**config.mk**
```make
export PLATFORM = sky130hd
export DESIGN_NAME = iic_recv
export DESIGN_NICKNAME = d
export VERILOG_FILES = /design/src/rtl/iic_recv.sv
export SDC_FILE = /design/constraint.sdc
export NUM_CORES = 1
export LEC_CHECK = 0
export CAP_MARGIN = 20
export CELL_PAD_IN_SITES_DETAIL_PLACEMENT = 0
export CELL_PAD_IN_SITES_GLOBAL_PLACEMENT = 2
export CORE_MARGIN = 5
export CORE_UTILIZATION = 39
export DETAILED_ROUTE_END_ITERATION = 10
export PLACE_DENSITY_LB_ADDON = 0.1
export SETUP_SLACK_MARGIN = 0.15
export SYNTH_ARGS = -nofsm -noshare
export SYNTH_HDL_FRONTEND = slang
export SYNTH_SLANG_ARGS = --single-unit
```
**constraint.sdc**
```tcl
create_clock -name clk -period 4.38 [get_ports clk]
set_input_delay 0.876 -clock clk [delete_from_list [all_inputs] [get_ports clk]]
set_output_delay 0.876 -clock clk [all_outputs]
set_load 0.01 [all_outputs]
```
**src/rtl/iic_recv.sv**
```systemverilog
// IIC write-only slave receiver: decodes START/chip/register/data/STOP frames
// from an oversampled bus and presents register writes on a simple strobe.
module iic_recv #(
    parameter logic [7:0] CHIP_ID = 8'hA0
) (
    input  logic       clk,
    input  logic       rstn,
    input  logic       scl,
    input  logic       sda,
    output logic [7:0] reg_addr,
    output logic [7:0] wr_data,
    output logic       wr_valid,
    output logic       busy,
    output logic       err
);

    typedef enum logic [2:0] {IDLE, CHIP, REG, DATA, WAIT_STOP} state_t;

    state_t     state, state_nxt;
    logic       scl_m, scl_s, scl_d;
    logic       sda_m, sda_s, sda_d;
    logic [3:0] bit_cnt, bit_cnt_nxt;
    logic [7:0] shreg, shreg_nxt;
    logic       bit_pend, bit_pend_nxt;
    logic       first_data, first_data_nxt;
    logic [7:0] reg_addr_nxt, wr_data_nxt;
    logic       wr_valid_nxt, err_nxt;
    logic       scl_rise, scl_fall, start_det, stop_det, in_frame;

    always_ff @(posedge clk or negedge rstn) begin
        if (!rstn) begin
            scl_m <= 1'b1;
            scl_s <= 1'b1;
            scl_d <= 1'b1;
            sda_m <= 1'b1;
            sda_s <= 1'b1;
            sda_d <= 1'b1;
        end else begin
            scl_m <= scl;
            scl_s <= scl_m;
            scl_d <= scl_s;
            sda_m <= sda;
            sda_s <= sda_m;
            sda_d <= sda_s;
        end
    end

    // scl_rise needs scl_d low while start/stop need it high, so they never coincide
    assign scl_rise  = scl_s & ~scl_d;
    assign scl_fall  = ~scl_s & scl_d;
    assign start_det = scl_s & scl_d & sda_d & ~sda_s;
    assign stop_det  = scl_s & scl_d & ~sda_d & sda_s;
    assign in_frame  = (state == CHIP) || (state == REG) || (state == DATA);
    assign busy      = (state != IDLE);

    always_ff @(posedge clk or negedge rstn) begin
        if (!rstn) begin
            state      <= IDLE;
            bit_cnt    <= 4'd0;
            shreg      <= 8'h00;
            bit_pend   <= 1'b0;
            first_data <= 1'b0;
            reg_addr   <= 8'h00;
            wr_data    <= 8'h00;
            wr_valid   <= 1'b0;
            err        <= 1'b0;
        end else begin
            state      <= state_nxt;
            bit_cnt    <= bit_cnt_nxt;
            shreg      <= shreg_nxt;
            bit_pend   <= bit_pend_nxt;
            first_data <= first_data_nxt;
            reg_addr   <= reg_addr_nxt;
            wr_data    <= wr_data_nxt;
            wr_valid   <= wr_valid_nxt;
            err        <= err_nxt;
        end
    end

    // A data bit is sampled on the scl rise but only counted on the following
    // fall, so the rise that precedes a STOP/repeated START after a full byte
    // leaves the counter at 0 and is not mistaken for a truncated byte.
    always_comb begin
        state_nxt      = state;
        bit_cnt_nxt    = bit_cnt;
        shreg_nxt      = shreg;
        bit_pend_nxt   = bit_pend;
        first_data_nxt = first_data;
        reg_addr_nxt   = reg_addr;
        wr_data_nxt    = wr_data;
        wr_valid_nxt   = 1'b0;
        err_nxt        = 1'b0;

        if (start_det || stop_det) begin
            err_nxt      = in_frame && (bit_cnt != 4'd0);
            state_nxt    = start_det ? CHIP : IDLE;
            bit_cnt_nxt  = 4'd0;
            shreg_nxt    = 8'h00;
            bit_pend_nxt = 1'b0;
        end else if (in_frame) begin
            if (scl_rise) begin
                if (bit_cnt == 4'd8) begin
                    bit_cnt_nxt = 4'd0;
                    case (state)
                        CHIP: state_nxt = (shreg == CHIP_ID) ? REG : WAIT_STOP;
                        REG: begin
                            reg_addr_nxt   = shreg;
                            first_data_nxt = 1'b1;
                            state_nxt      = DATA;
                        end
                        DATA: begin
                            if (!first_data) begin
                                reg_addr_nxt = reg_addr + 8'd1;
                            end
                            first_data_nxt = 1'b0;
                            wr_data_nxt    = shreg;
                            wr_valid_nxt   = 1'b1;
                        end
                        default: state_nxt = state;
                    endcase
                end else begin
                    shreg_nxt    = {shreg[6:0], sda_s};
                    bit_pend_nxt = 1'b1;
                end
            end else if (scl_fall && bit_pend) begin
                bit_cnt_nxt  = bit_cnt + 4'd1;
                bit_pend_nxt = 1'b0;
            end
        end
    end

endmodule

```
== Yosys cells after proc, flatten, opt, wreduce, memory -nomap -nowiden ==
Index checks and enable logic that the tools add are counted.

* Equal/unequal tests: 9
* Add/subtract/negate cells: 2
* Reductions and logical operators: 20
* Mux-type cells: 30
* Bitwise gates (word level): 12

{| class="wikitable"
|+ Operators with widths
! kind !! count
|-
| 2-to-1 mux 8 bit || 5
|-
| 2-to-1 mux 4 bit || 5
|-
| case mux 8 bit (2 select lines) || 1
|-
| 2-to-1 mux 3 bit || 5
|-
| 2-to-1 mux 1 bit || 12
|-
| AND reduction 5 bit || 2
|-
| AND reduction 3 bit || 3
|-
| nonzero test 3 bit || 3
|-
| adder 8 x 1 -> 8 bit (second input constant) || 1
|-
| == test 8 bit (second input constant) || 1
|-
| nonzero test 2 bit || 4
|-
| AND 1 bit || 7
|-
| == test 3 x 2 -> 1 bit (second input constant) || 2
|-
| case mux 3 bit (2 select lines) || 1
|-
| AND reduction 6 bit || 1
|-
| NOT 1 bit || 5
|-
| adder 4 x 1 -> 4 bit (second input constant) || 1
|-
| == test 4 bit (second input constant) || 1
|-
| != test 2 bit (second input constant) || 2
|-
| AND reduction 4 bit || 1
|-
| nonzero test 4 bit || 1
|-
| == test 3 x 1 -> 1 bit (second input constant) || 1
|-
| logical OR 1 bit || 3
|-
| != test 3 x 1 -> 1 bit (second input constant) || 1
|-
| 3 further kinds || 4
|}

* Input port bits: 4
* Register bits after elaboration: 41
* Logic and storage cells: 88
* Output and inout bits: 19

== Logic depth before layout (Yosys ltp) ==
* Word-level depth: 7
* Mapped depth: 8

== Worst setup path after synthesis ==
OpenSTA, ideal clock, no wires.

* Path kind: flip-flop to output port
* From: register state[0]
* To: output port busy
* Slack: 2551 ps
* Stages on the path, launching flop included: 3
* Buffers on the path: 1
* Arrival time: 953 ps
* Cells stage by stage: dfrtp_1 -> buf_2 -> or3_1

* Longest elaborated chain between the ends: 1

{| class="wikitable"
|+ Ends and longest elaborated chain
! item !! line !! RTL
|-
| start: declaration || 19 || <nowiki>state_t state, state_nxt;</nowiki>
|-
| start signal: assignment || 68 || <nowiki>state <= state_nxt;</nowiki>
|-
| nonzero test 3 bit || 54 || <nowiki>assign busy = (state != IDLE);</nowiki>
|-
| end: declaration || 13 || <nowiki>output logic busy,</nowiki>
|}

No other way between the ends.

== Final worst setup path ==
Ends and elaborated chain as after synthesis.

==> impl_metrics.json <==
{
  "postCtsResizedCells": 0,
  "htree_levels": 2,
  "ys_ff_latch": 41,
  "die_h_um": 82.4,
  "die_width_um": 82.4,
  "cts_buffers": 5,
  "power_frac_seq_pct": 52.6,
  "yosysSeqAreaShare_pct": 50.5,
  "nets": 214,
  "avgSynthCellArea_um2": 10.9,
  "power.leakage_nw": 1.09,
  "initial_core_util_pct": 40.1,
  "fin_worst_skew_ps": 6.99,
  "r2r-start": "scl_s",
  "die-area_mm2": 0.00679,
  "fp-row-count": 26,
  "synth_top_area_cell": "dfrtp_1",
  "ys_types": 52,
  "path_clk_slew_ps": 90,
  "grt_overflow_total": 0,
  "critPathKind": "register to primary output",
  "netlist_area_mm2": 0.00205,
  "fillers": 485,
  "worst-endpoint-arrival_ps": 1710,
  "grt_pass1_wl_um": 7340,
  "clockRootBuffer": "clkbuf_8",
  "critPathTopFamily": "flip-flops",
  "power_density_mw_per_mm2": 318,
  "cpMaxStageDelayCell": "dfrtp_1",
  "synth_edf_count": 0,
  "wl_per_cell_um": 15.4,
  "grt_pass1_vias": 1440,
  "report.final.setup_viol": 0,
  "area_growth_pct": 17.2,
  "vdd_ir_drop_max_mv": 0.206,
  "dr.pass1.iters": 4,
  "finalPower_mw": 0.762,
  "critPathCapture": "busy",
  "fin_crit_sh_pct": 59.1,
  "p_clk_share_pct": 41.2,
  "drt_iter0_markers": 67,
  "r2r_slack_ps": 2300,
  "io_pins": 23,
  "hold_violations": 0,
  "worst-path-max-fanout": 14,
  "vias": 1461,
  "worst_pin_slew_ps": 904,
  "grt.total_usage_pct": 14.4,
  "critPathCaptureType": "primary output",
  "switchingPower_mw": 0.182,
  "cp_num_buf_inv": 1,
  "drive_gt1_share_pct": 14.9,
  "p_int_mw": 0.580,
  "clkLatencyLatePin_ps": 290,
  "routed_wl_um": 4290,
  "cts_setup_buffers": 0,
  "ys_async_sr_fraction_pct": 100,
  "drv_cap": 0,
  "diodes": 0,
  "synth_ff_type": "dfrtp_1",
  "syn_inst": 187,
  "port_buffers": 22,
  "hp-class": "register to register",
  "yosysWarnings": 0,
  "post-route-drc-count": 0,
  "path_depth": 2,
  "cts_tree": "done",
  "critPathLaunch": "state[0]",
  "fmax_ghz": 0.386,
  "comb_power_share_pct": 6.2,
  "cp-start-kind": "register",
  "grt_max_degree": 42,
  "clockBufferDepth": 2,
  "synthXorXnorAreaFrac_pct": 0.856,
  "ff2ff_path_depth": 4,
  "synthMuxAreaShare_pct": 7.34,
  "path_cells": "or3_1, clkdlybuf4s50_1",
  "required_ps": 3500,
  "routabilityCongestion": 0.783,
  "setup_tns_ps": 0,
  "antenna_left": 0,
  "report.final.slew_viol_count": 0,
  "antenna_found_initial": 0,
  "slew_headroom_pct": 39.7,
  "hold_buffers": 0,
  "dp_hpwl_um": 2990,
  "status": "complete, no violations",
  "synthTopCellsByArea": "dfrtp_1, dfstp_2, mux2_2",
  "max_stage_delay_ps": 540,
  "synth_top_family_by_area": "simple AND/OR/NAND/NOR gates",
  "layout_min_cycle_time_ps": 2590,
  "coreArea_mm2": 0.00511,
  "synth_compound_area_share_pct": 16.1,
  "rr_endpoint": "wr_data[0]",
  "cts.sinks": 41,
  "yosysTopAreaCellShare_pct": 42.8,
  "synth-adder-area-share_pct": 1.83,
  "switching_share_pct": 23.9,
  "syn-num-nets": 194,
  "post_drt_via_cell_ratio": 5.26,
  "synthSimpleGateAreaFrac_pct": 19.6,
  "rsz0062_at_grt": "false"
}
routing by layer:
layer | GRT usage, % | vias up | part of all wire [%]
met3 | 3.25 | 5 | 3.4
li1 | - | 721 | -
met5 | 0 | - | 0
met4 | 4.49 | 0 | 1.2
met2 | 20.0 | 28 | 42
met1 | 21.8 | 707 | 53
how the worst min path moves through the flow:
stage | cells past startpoint | to | from
2_1_floorplan | 0 | scl_s | scl_m
6_report | 0 | sda_s | sda_m
3_3_place_gp | 0 | sda_s | sda_m
5_1_grt | 0 | sda_s | sda_m
3_5_place_dp | 0 | sda_s | sda_m
4_1_cts | 0 | sda_s | sda_m
layout by cell type (no fill, tap or decap), types with 3 or more instances in the layout:
master           count
dfrtp_1             35
nand2_1             21
clkdlybuf4s50_1     21
o21ai_0             14
nor2_1              10
a21oi_1             10
mux2_2               7
mux2i_1              6
o22a_1               6
dfstp_2              6
nand2b_1             5
clkbuf_8             5
nand3_1              4
inv_1                3
nor3_1               3
and3b_1              3
o21ai_1              3
ha_1                 3
state kept, by name, summed over array words and instances, names as in the netlist, 3 cells and up:
name	flops
bit_cnt	4
reg_addr	8
shreg	8
state	3
wr_data	8
synthesized netlist by cell type (2+ instances only):
cell type,count
buf_4,3
a211oi_1,2
and3b_1,3
nor2_1,10
mux2i_1,6
a21o_1,2
mux2_2,7
dfstp_2,6
o22a_1,6
o21ai_1,3
a31oi_1,2
a21oi_1,10
nor4b_1,2
nor3_1,3
o21ai_0,14
inv_1,3
buf_6,2
dfrtp_1,35
ha_1,3
xor2_1,2
o311ai_0,2
buf_2,3
o21bai_1,2
nand2_1,21
nand2b_1,5
nand3_1,4
worst register-to-register path: stages, from the launching register on:
cell,delay (ps)
dfstp_2,580
nor2b_1,620
nand2_4,190
nor2_8,230
mux2_2,370
power groups by stage:
stage | Clock [mW] | Sequential (mW) | Combinational (mW)
2_1_floorplan | 0 | 0.404 | 0.0332
3_3_place_gp | 0 | 0.407 | 0.0473
3_5_place_dp | 0 | 0.408 | 0.0484
4_1_cts | 0.322 | 0.401 | 0.0487
5_1_grt | 0.342 | 0.403 | 0.0547
6_report | 0.314 | 0.401 | 0.0471
stage by stage:
stage | utilization, % | std cells | hold slack (ps) | instance area [um2] | setup WS (ps)
final | 47.0 | 278 | 366 | 2400 | 1790
after detailed placement | 44.7 | 270 | 347 | 2280 | 2100
after global routing | 47.0 | 278 | 370 | 2400 | 1680
after CTS | 47.0 | 278 | 363 | 2400 | 1770
after global placement | 44.7 | 270 | 346 | 2280 | 2120
after floorplan | - | 187 | 345 | 2050 | 2550
area by class of cell:
| class | count | area [um2] | share of cell area (%) |
|---|---|---|---|
| Timing Repair Buffer | 22 | 215 | 8.97 |
| Clock inverter | 3 | 46.3 | 1.93 |
| Inverter | 3 | 11.3 | 0.469 |
| Multi-Input combinational cell | 134 | 936 | 39.0 |
| Clock buffer | 5 | 68.8 | 2.87 |
| Sequential cell | 41 | 1030 | 43.1 |
| Tap cell | 70 | 87.6 | 3.65 |
cell families after synthesis:
family                     after synthesis
AOI/OAI and AO/OA                       51
xor gates and xnor gates                 2
adders and majority gates                3
buffers and inverters                   12
DFF                                     41
muxes                                   14
and+or+nand+nor                         64
Power figures use the tool's default switching activity.
